`src/rtl/mem_pkg.sv`:
```
// Shared types and helpers for the load/store initiator.
// Size codes, FSM states, lane masks and the alignment rule.
package mem_pkg;

  localparam int WORD_BYTES = 4;
  localparam logic [31:0] LANE_B = 32'h0000_00FF;
  localparam logic [31:0] LANE_H = 32'h0000_FFFF;

  typedef enum logic [1:0] {
    SZ_B,
    SZ_H,
    SZ_W,
    SZ_RSV
  } size_t;

  typedef enum logic [1:0] {
    IDLE,
    RD,
    WR,
    RESP
  } state_t;

  function automatic logic misaligned(
    input size_t      s,
    input logic [1:0] a
  );
    logic r;
    case (s)
      SZ_B:    r = 1'b0;
      SZ_H:    r = a[0];
      SZ_W:    r = (a != 2'b00);
      default: r = 1'b1;
    endcase
    return r;
  endfunction

endpackage

```
`src/rtl/mem_lane_align.sv`:
```
// Byte/halfword lane extraction, extension and store merge.
// Pure combinational; fed from the latched request only.
module mem_lane_align
  import mem_pkg::*;
(
  input  size_t       size_i,
  input  logic        uns_i,
  input  logic [1:0]  addr_i,
  input  logic [31:0] word_i,
  input  logic [31:0] wdata_i,
  output logic [31:0] ldata_o,
  output logic [31:0] sdata_o,
  output logic        mis_o
);

  logic [4:0]  bsh;
  logic [4:0]  hsh;
  logic [31:0] braw;
  logic [31:0] hraw;

  // select lane, extend for loads, splice lane for stores
  always_comb begin
    bsh     = {addr_i, 3'b000};
    hsh     = {addr_i[1], 4'b0000};
    braw    = (word_i >> bsh) & LANE_B;
    hraw    = (word_i >> hsh) & LANE_H;
    ldata_o = word_i;
    sdata_o = wdata_i;
    case (size_i)
      SZ_B: begin
        ldata_o = uns_i ? braw
                        : {{24{braw[7]}}, braw[7:0]};
        sdata_o = (word_i & ~(LANE_B << bsh))
                | ((wdata_i & LANE_B) << bsh);
      end
      SZ_H: begin
        ldata_o = uns_i ? hraw
                        : {{16{hraw[15]}}, hraw[15:0]};
        sdata_o = (word_i & ~(LANE_H << hsh))
                | ((wdata_i & LANE_H) << hsh);
      end
      default: ;
    endcase
    mis_o = misaligned(size_i, addr_i);
  end

endmodule

```
`src/rtl/mem_access_ctrl.sv`:
```
// Load/store initiator: MEM stage to word-wide data memory.
// Sub-word stores are done as read-modify-write of a full word.
module mem_access_ctrl
  import mem_pkg::*;
#(
  parameter int ADDR_W = 32
) (
  input  logic              clk,
  input  logic              reset_n,
  input  logic              req_valid,
  output logic              req_ready,
  input  logic              req_we,
  input  logic [1:0]        req_size,
  input  logic              req_unsigned,
  input  logic [ADDR_W-1:0] req_addr,
  input  logic [31:0]       req_wdata,
  output logic              resp_valid,
  input  logic              resp_ready,
  output logic [31:0]       resp_rdata,
  output logic              resp_err,
  output logic [ADDR_W-1:0] mem_a,
  output logic              mem_we,
  output logic [31:0]       mem_wd,
  input  logic [31:0]       mem_rd
);

  localparam int OFF_W = $clog2(WORD_BYTES);

  state_t            state_q, state_d;
  logic              we_q, we_d;
  size_t             size_q, size_d;
  logic              uns_q, uns_d;
  logic [ADDR_W-1:0] addr_q, addr_d;
  logic [31:0]       wdata_q, wdata_d;
  logic [31:0]       word_q, word_d;
  logic [31:0]       ldata;
  logic [31:0]       sdata;
  logic              mis;

  mem_lane_align u_align (
    .size_i  (size_q),
    .uns_i   (uns_q),
    .addr_i  (addr_q[1:0]),
    .word_i  (word_q),
    .wdata_i (wdata_q),
    .ldata_o (ldata),
    .sdata_o (sdata),
    .mis_o   (mis)
  );

  assign req_ready  = (state_q == IDLE) && reset_n;
  assign mem_a      = {addr_q[ADDR_W-1:OFF_W],
                       {OFF_W{1'b0}}};
  assign mem_we     = (state_q == WR);
  assign mem_wd     = mem_we ? sdata : '0;
  assign resp_valid = (state_q == RESP);
  assign resp_err   = resp_valid && mis;
  assign resp_rdata = (resp_valid && !mis && !we_q)
                    ? ldata : '0;

  // next state, request latch and read capture
  always_comb begin
    state_d = state_q;
    we_d    = we_q;
    size_d  = size_q;
    uns_d   = uns_q;
    addr_d  = addr_q;
    wdata_d = wdata_q;
    word_d  = word_q;
    case (state_q)
      IDLE: begin
        if (req_valid && req_ready) begin
          we_d    = req_we;
          size_d  = size_t'(req_size);
          uns_d   = req_unsigned;
          addr_d  = req_addr;
          wdata_d = req_wdata;
          if (misaligned(size_t'(req_size),
                         req_addr[1:0]))
            state_d = RESP;
          else if (req_we &&
                   size_t'(req_size) == SZ_W)
            state_d = WR;
          else
            state_d = RD;
        end
      end
      RD: begin
        word_d  = mem_rd;
        state_d = we_q ? WR : RESP;
      end
      WR:   state_d = RESP;
      RESP: if (resp_ready) state_d = IDLE;
      default: state_d = IDLE;
    endcase
  end

  // state and request registers
  always_ff @(posedge clk or negedge reset_n) begin
    if (!reset_n) begin
      state_q <= IDLE;
      we_q    <= 1'b0;
      size_q  <= SZ_B;
      uns_q   <= 1'b0;
      addr_q  <= '0;
      wdata_q <= '0;
      word_q  <= '0;
    end else begin
      state_q <= state_d;
      we_q    <= we_d;
      size_q  <= size_d;
      uns_q   <= uns_d;
      addr_q  <= addr_d;
      wdata_q <= wdata_d;
      word_q  <= word_d;
    end
  end

endmodule

```
`config.mk`:
```
export PLATFORM = sky130hd
export DESIGN_NAME = mem_access_ctrl
export DESIGN_NICKNAME = d
export VERILOG_FILES = /design/src/rtl/mem_pkg.sv /design/src/rtl/mem_lane_align.sv /design/src/rtl/mem_access_ctrl.sv
export SDC_FILE = /design/constraint.sdc
export NUM_CORES = 1
export LEC_CHECK = 0
export ABC_AREA = 0
export BUFFER_PORTS_ARGS = -buffer_cell sky130_fd_sc_hd__buf_2
export CAP_MARGIN = 15
export CORE_UTILIZATION = 48
export CTS_BUF_LIST = sky130_fd_sc_hd__clkbuf_8
export DETAILED_ROUTE_END_ITERATION = 10
export GPL_ROUTABILITY_DRIVEN = 0
export MAX_ROUTING_LAYER = met4
export PLACE_DENSITY = 0.79
export SYNTH_ARGS = -nofsm -noshare
export SYNTH_HDL_FRONTEND = slang
export SYNTH_SLANG_ARGS = --single-unit
```
`constraint.sdc`:
```
create_clock -name clk -period 1.83 [get_ports clk]
set_input_delay 0.183 -clock clk [delete_from_list [all_inputs] [get_ports clk]]
set_output_delay 0.183 -clock clk [all_outputs]
set_load 0.02 [all_outputs]
```
==> results.md, run 1 <==
* Max_cap viols at 0
* Post-route ant nets at 0
* Mean Syn Cell Area at 11.2 um2
* Setup violations, final at 64
* CTS root buffer: clkbuf_8
* Post-route minimum period at 2.30 ns
* Crit path launch type: register
* Worst skew pair latency at 0.39 ns
* XOR/XNOR Fraction of Synth Area at 0
* Worst vdd ir at 1.01 mV
* Drt pass-1 iters at 10
* Seq pwr share at 0.286
* H-tree levels at 3
* Post-detail-place hpwl at 13600 um
* First-pass GRT wire length at 29100 um
* CP Data Arrival Time at 2.12 ns
* Clk_skew at 0.0117 ns
* Clock buffer depth at 2
* Commonest non-fill, non-tap cell in the layout: buf_2
* WL/cell at 20.6 um
* Net Switching at 7.89 mW
* Cell Rows at 41
* Via/cell ratio at 5.84
* Drt total wl at 19800 um
* Worst min path class: input port to register
* Fmax achieved at 434 MHz
* # clock sinks at 102
* Drt drc at 0
* Starting DRT DRC Count at 570
* Fraction of the mapped netlist area in simple logic gates at 0.0963
* Pwr dens at 2040 mW/mm2
* Failing checks: setup timing
* Critical Path End Type: output port
* CTS Buf Count at 9
* Predominant post-synthesis flop cell: dfrtp_1
* Post-synth EDFFs at 0
* Core region area at 0.0127 mm2
* Most frequent cells in the layout: buf_2 (160), mux2_2 (131), dfrtp_1 (97), buf_4 (74), nor2b_1 (35)
* Largest net degree at the start of global routing at 61
* Synth Area in Adders at 0.00999
* Gr usage total at 0.301
* Yosys cell types at 45
* Die X at 116 um
* Actual slew at the worst max-slew pin at 0.565 ns
* CP required at 1.65 ns
* Fillers at 941
* Post-Syn Area at 0.00626 mm2
* Synth async-reset ratio at 1.00
* Flop2flop setup slack at 0.09 ns
* Status: finished, violations left
* Max-slew headroom at 0.623
* Combinational share of power at 0.637
* Synthesis-to-finish area growth at 36.1%
* DP Worst Slack at -0.155 ns
* Ys Warns at 0
* Multiplexer area fraction after synthesis at 0.300
* Grt ovf at 0
* Static leakage at 3.95 nW
* Period utilisation layout at 1.26
* Post-synthesis compound-gate area fraction at 0.104
* Layout cell share with drive strength beyond 1 at 0.607
* CTS tree: yes
* Largest family of logic cells by synthesized area: multiplexers
* Crit path max fanout at 8
* Port buffer count at 201
* Final setup margin at -0.472 ns
* Mapped Cells at 557
* Pint at 9.49 mW
* Clock Pin Slew Worst Setup and Hold Paths at 0.10 ns
* Starting Density at 0.494
* Io pins at 204
* Seq/Total Area, Yosys at 0.407
* Nets at 891
* #FFs+latches synth at 102
* Max Slew Vio Count at 0
* Total number of vias at 5602
* RSZ-0062 raised after global routing: true
* Clock power share at 0.078
* Fin util at 0.673
* Vias in the first global route at 5575
* Die height at 116 um
* Final Hold Vio Count at 0
* Die Area at 0.0135 mm2
* Initial antenna violation count at 1
* Sw frac at 0.454
* Critical path class: register to output port
[Yosys cell counts, drive strengths merged (4+ instances only)]
cell    count  area (um2)
o21a        6        45.0
mux2i      35         350
nor3       18        90.1
a22oi       9        67.6
a21oi      35         175
inv         4        15.0
nand3       6        30.0
clkbuf     10        38.8
buf        64         454
a222oi     16         160
dfrtp     102        2550
a22o        6        52.6
o22a        7        61.3
nand2      10        37.5
ha          5        62.6
nor2b      40         250
nor2       29         119
mux2      134        1510
[power by group through the flow]
stage                     sequential (mW)  clock [mW]  combinational (mW)
final                                4.96        1.35                11.1
after global routing                 5.04        1.48                11.8
after CTS                            4.82        1.40                10.1
after detailed placement             4.85           0                9.27
after global placement               4.78           0                8.95
after floorplan                      4.15           0                7.20
[stage by stage]
| stage | hold WS, ns | TNS, ns | power [mW] | instances | instance area [um2] |
|---|---|---|---|---|---|
| after global routing | -0.00255 | -28.44 | 18.3 | 960 | 8530 |
| after CTS | 0.000823 | -22.20 | 16.3 | 945 | 8120 |
| after floorplan | -0.113 | -0.121 | 11.4 | 558 | 6270 |
| after global placement | 0.400 | -0.674 | 13.7 | 906 | 7460 |
| after detailed placement | 0.419 | -3.68 | 14.1 | 906 | 7460 |
| final | 0.0195 | -22.03 | 17.4 | 960 | 8530 |
[sequential cells by signal, indices dropped and copies added, names as in the netlist]
signal   count
addr_q      32
wdata_q     32
word_q      32
size_q       2
state_q      2
uns_q        1
we_q         1
[final timing paths]
| path | end | start | cells past startpoint |
|---|---|---|---|
| min in group asynchronous | wdata_q[18]$_DFFE_PN0P_ | reset_n | 3 |
| max reg2reg | wdata_q[28]$_DFFE_PN0P_ | state_q[0]$_DFFE_PN0P_ | 6 |
| min | wdata_q[6]$_DFFE_PN0P_ | req_wdata[6] | 2 |
| max in group asynchronous | word_q[23]$_DFFE_PN0N_ | reset_n | 4 |
| max | resp_rdata[8] | addr_q[1]$_DFFE_PN0P_ | 6 |
| min reg2reg | addr_q[8]$_DFFE_PN0P_ | addr_q[8]$_DFFE_PN0P_ | 1 |
[critical path: stages, from the launching register on]
cell and delay, ns:
dfrtp_2 0.46, mux4_2 0.52, nor3b_4 0.17, buf_12 0.16, nor3_2 0.18, nor3_1 0.07, buf_2 0.17
[area by class of cell]
cell class | count | area, um2 | share of cell area
inverters | 4 | 17.5 | 0.00205
clock buffers | 9 | 124 | 0.0145
repair buffers | 287 | 2050 | 0.240
multi-input cells | 378 | 3500 | 0.411
flip-flops and latches | 102 | 2560 | 0.300
diodes | 1 | 2.50 | 0.000294
clock inverters | 7 | 57.6 | 0.00675
well taps | 172 | 215 | 0.0252
[layer usage]
metal / global-route usage / vias up / routed length [um]
met4: 0.142 / 0 / 910
met5: - / - / 0
met1: 0.351 / 2713 / 7660
met3: 0.0711 / 81 / 1560
met2: 0.489 / 368 / 9680
li1: - / 2440 / -
[kinds of logic after synthesis]
logic type                 Yosys count
muxes                              170
and+or+nand+nor                    112
DFF                                102
AOI/OAI and AO/OA                   89
buffers and inverters               78
adders and majority gates            5
other                                1
[repair_timing]
item | 4_1_cts | 5_1_grt
hold buffers | 14 | 9
gates cloned | 1 | 1
resized for setup | 69 | 67
pin swaps | 10 | 17
setup buffers | 8 | 6
endpoints found under the hold margin | 56 | 9
endpoints found under the setup margin | 65 | 145
No activity file was read; power rests on OpenSTA's default activity.
==> run 2, diff against run 1 <==
Settings changed: PLACE_DENSITY 0.79 to 0.76.
Clock period 1.83 ns to 2.2 ns, I/O delays scaled along.
==> results.md, run 2 (same netlist as run 1, synthesis figures left out) <==
* Drt drc at 0
* Most frequent cells in the layout: buf_2 (168), mux2_2 (130), dfrtp_1 (96), buf_4 (58), nor2b_1 (36)
* # clock sinks at 102
* Post-Place Cells at 884
* Critical path origin: addr_q[0]$_DFFE_PN0P_
* Die X at 116 um
* Fmax achieved at 431 MHz
* Setup violations, final at 34
* RR Startpoint: state_q[1]$_DFFE_PN0P_
* Worst path top cell family by delay: buffers and inverters
* Gr usage total at 0.277
* Non-Filler Instances at 915
* Starting DRT DRC Count at 363
* Final Hold Vio Count at 0
* CTS Buf Count at 9
* Static leakage at 3.69 nW
* Post-detail-place hpwl at 12700 um
* CTS root buffer: clkbuf_8
* Grt ovf at 0
* Clock Pin Slew Worst Setup and Hold Paths at 0.10 ns
* Starting Density at 0.494
* Worst setup path endpoint: resp_rdata[11]
* Via/cell ratio at 5.78
* H-tree levels at 3
* Initial antenna violation count at 0
* Diode count at 0
* Commonest non-fill, non-tap cell in the layout: buf_2
* Setup tns final at -2.23 ns
* Synthesis-to-finish area growth at 26.0%
* Period utilisation layout at 1.05
* Die height at 116 um
* Status: finished, violations left
* Clk_skew at 0.0126 ns
* Die Area at 0.0135 mm2
* Max Slew Vio Count at 0
* Nets at 847
* Cell Rows at 41
* DP Worst Slack at 0.212 ns
* Port buffer count at 201
* Largest regs: addr_q x32, wdata_q x32, word_q x32
* Area of the multi-input gates at 0.00343 mm2
* Crit path launch type: register
* CP Data Arrival Time at 2.10 ns
* Total power at 13.5 mW
* Largest net degree at the start of global routing at 103
* Post-route minimum period at 2.32 ns
* Flop2flop setup slack at 0.40 ns
* Critical Path End Type: output port
* Vias in the first global route at 5240
* CP required at 1.98 ns
* Total number of vias at 5286
* WL/cell at 19.9 um
* Max-slew headroom at 0.644
* Io pins at 204
* Crit path buf inv count at 3
* Reg2reg end: addr_q[19]$_DFFE_PN0P_
* Core region area at 0.0127 mm2
* Post-route ant nets at 0
* RSZ-0062 raised after global routing: true
* Max_cap viols at 0
* Clock buffer depth at 2
* CP max stage cell: dfrtp_2
* Drt total wl at 18200 um
* Crit-path cells: buf_12 > mux4_2 > nor3b_4 > buf_6 > nor3_2 > nor3_1 > buf_2
* Drt pass-1 iters at 8
* First-pass GRT wire length at 27100 um
* Final setup margin at -0.120 ns
* Crit path max fanout at 5
* Layout cell share with drive strength beyond 1 at 0.594
* Fillers at 1038
* Slowest stage delay, CP at 0.48 ns
* Reg area at 0.00256 mm2
* Actual slew at the worst max-slew pin at 0.534 ns
* Worst min path class: input port to register
* Critical path class: register to output port
* CTS tree: yes
* Failing checks: setup timing
* Pwr dens at 1710 mW/mm2
* Fin util at 0.623
* R2R depth at 6
* Worst skew pair latency at 0.38 ns
* CP Depth at 7
* Worst vdd ir at 0.767 mV
-- run 2: cell count changes in the layout (fill, tap and decap cells not counted), moves of 3 or more --
cell           delta
a21oi_1           +3
a21oi_2           -3
a22oi_1           +7
a22oi_2           -7
buf_12            -4
buf_2             +8
buf_4            -16
buf_6             -9
dlygate4sd3_1    -22
inv_1             +3
-- run 2: area by class of cell --
cell class                      count  share of cell area
Clock buffer                        9              0.0157
Clock inverter                      7             0.00444
Sequential cell                   102               0.324
Inverter                            4             0.00222
Tap cell                          172              0.0273
Multi-Input combinational cell    378               0.434
Timing Repair Buffer              243               0.192
-- run 2: worst min path at each step --
stage | slack (ns) | from | endpoint | depth (start not counted)
2_1_floorplan | -0.08 | reset_n | addr_q[0]$_DFFE_PN0P_ | 0
3_3_place_gp | 0.40 | reset_n | state_q[0]$_DFFE_PN0P_ | 2
3_5_place_dp | 0.42 | reset_n | state_q[0]$_DFFE_PN0P_ | 2
4_1_cts | 0.04 | req_wdata[7] | wdata_q[7]$_DFFE_PN0P_ | 2
5_1_grt | 0.03 | req_addr[25] | addr_q[25]$_DFFE_PN0P_ | 2
6_report | 0.06 | req_wdata[31] | wdata_q[31]$_DFFE_PN0P_ | 2
-- run 2: per-layer routing --
| layer | GRT usage | up-vias | wire length [um] |
|---|---|---|---|
| met3 | 0.0483 | 62 | 1400 |
| met2 | 0.450 | 306 | 8860 |
| li1 | - | 2361 | - |
| met4 | 0.120 | 0 | 620 |
| met1 | 0.340 | 2557 | 7320 |
| met5 | - | - | 0 |
-- run 2: repair_timing --
action | in CTS | in global routing
buffers inserted | 10 | 4
hold endpoints to repair | 44 | 0
pin swaps | 14 | 12
hold buffers | 1 | 0
setup endpoints to repair | 64 | 64
resized for setup | 49 | 52
-- run 2: worst register-to-register path, cell delays in order, from the launching register on --
cell and delay, ns:
dfrtp_1 0.41, inv_1 0.10, ha_1 0.20, and2_1 0.16, nand2_2 0.10, buf_4 0.32, mux2_2 0.39
-- run 2: power breakdown --
part / internal, mW / switching [mW] / total (mW)
Clock: 0.399 / 0.648 / 1.05
Combinational: 4.09 / 4.20 / 8.29
Sequential: 2.84 / 1.31 / 4.15
-- run 2: metrics by stage --
step	cell area [um2]	hold slack (ns)
final	7890	0.0647
after global routing	7890	0.0341
after CTS	7660	0.0410
after detailed placement	7230	0.415
after global placement	7230	0.405
after floorplan	6270	-0.0756
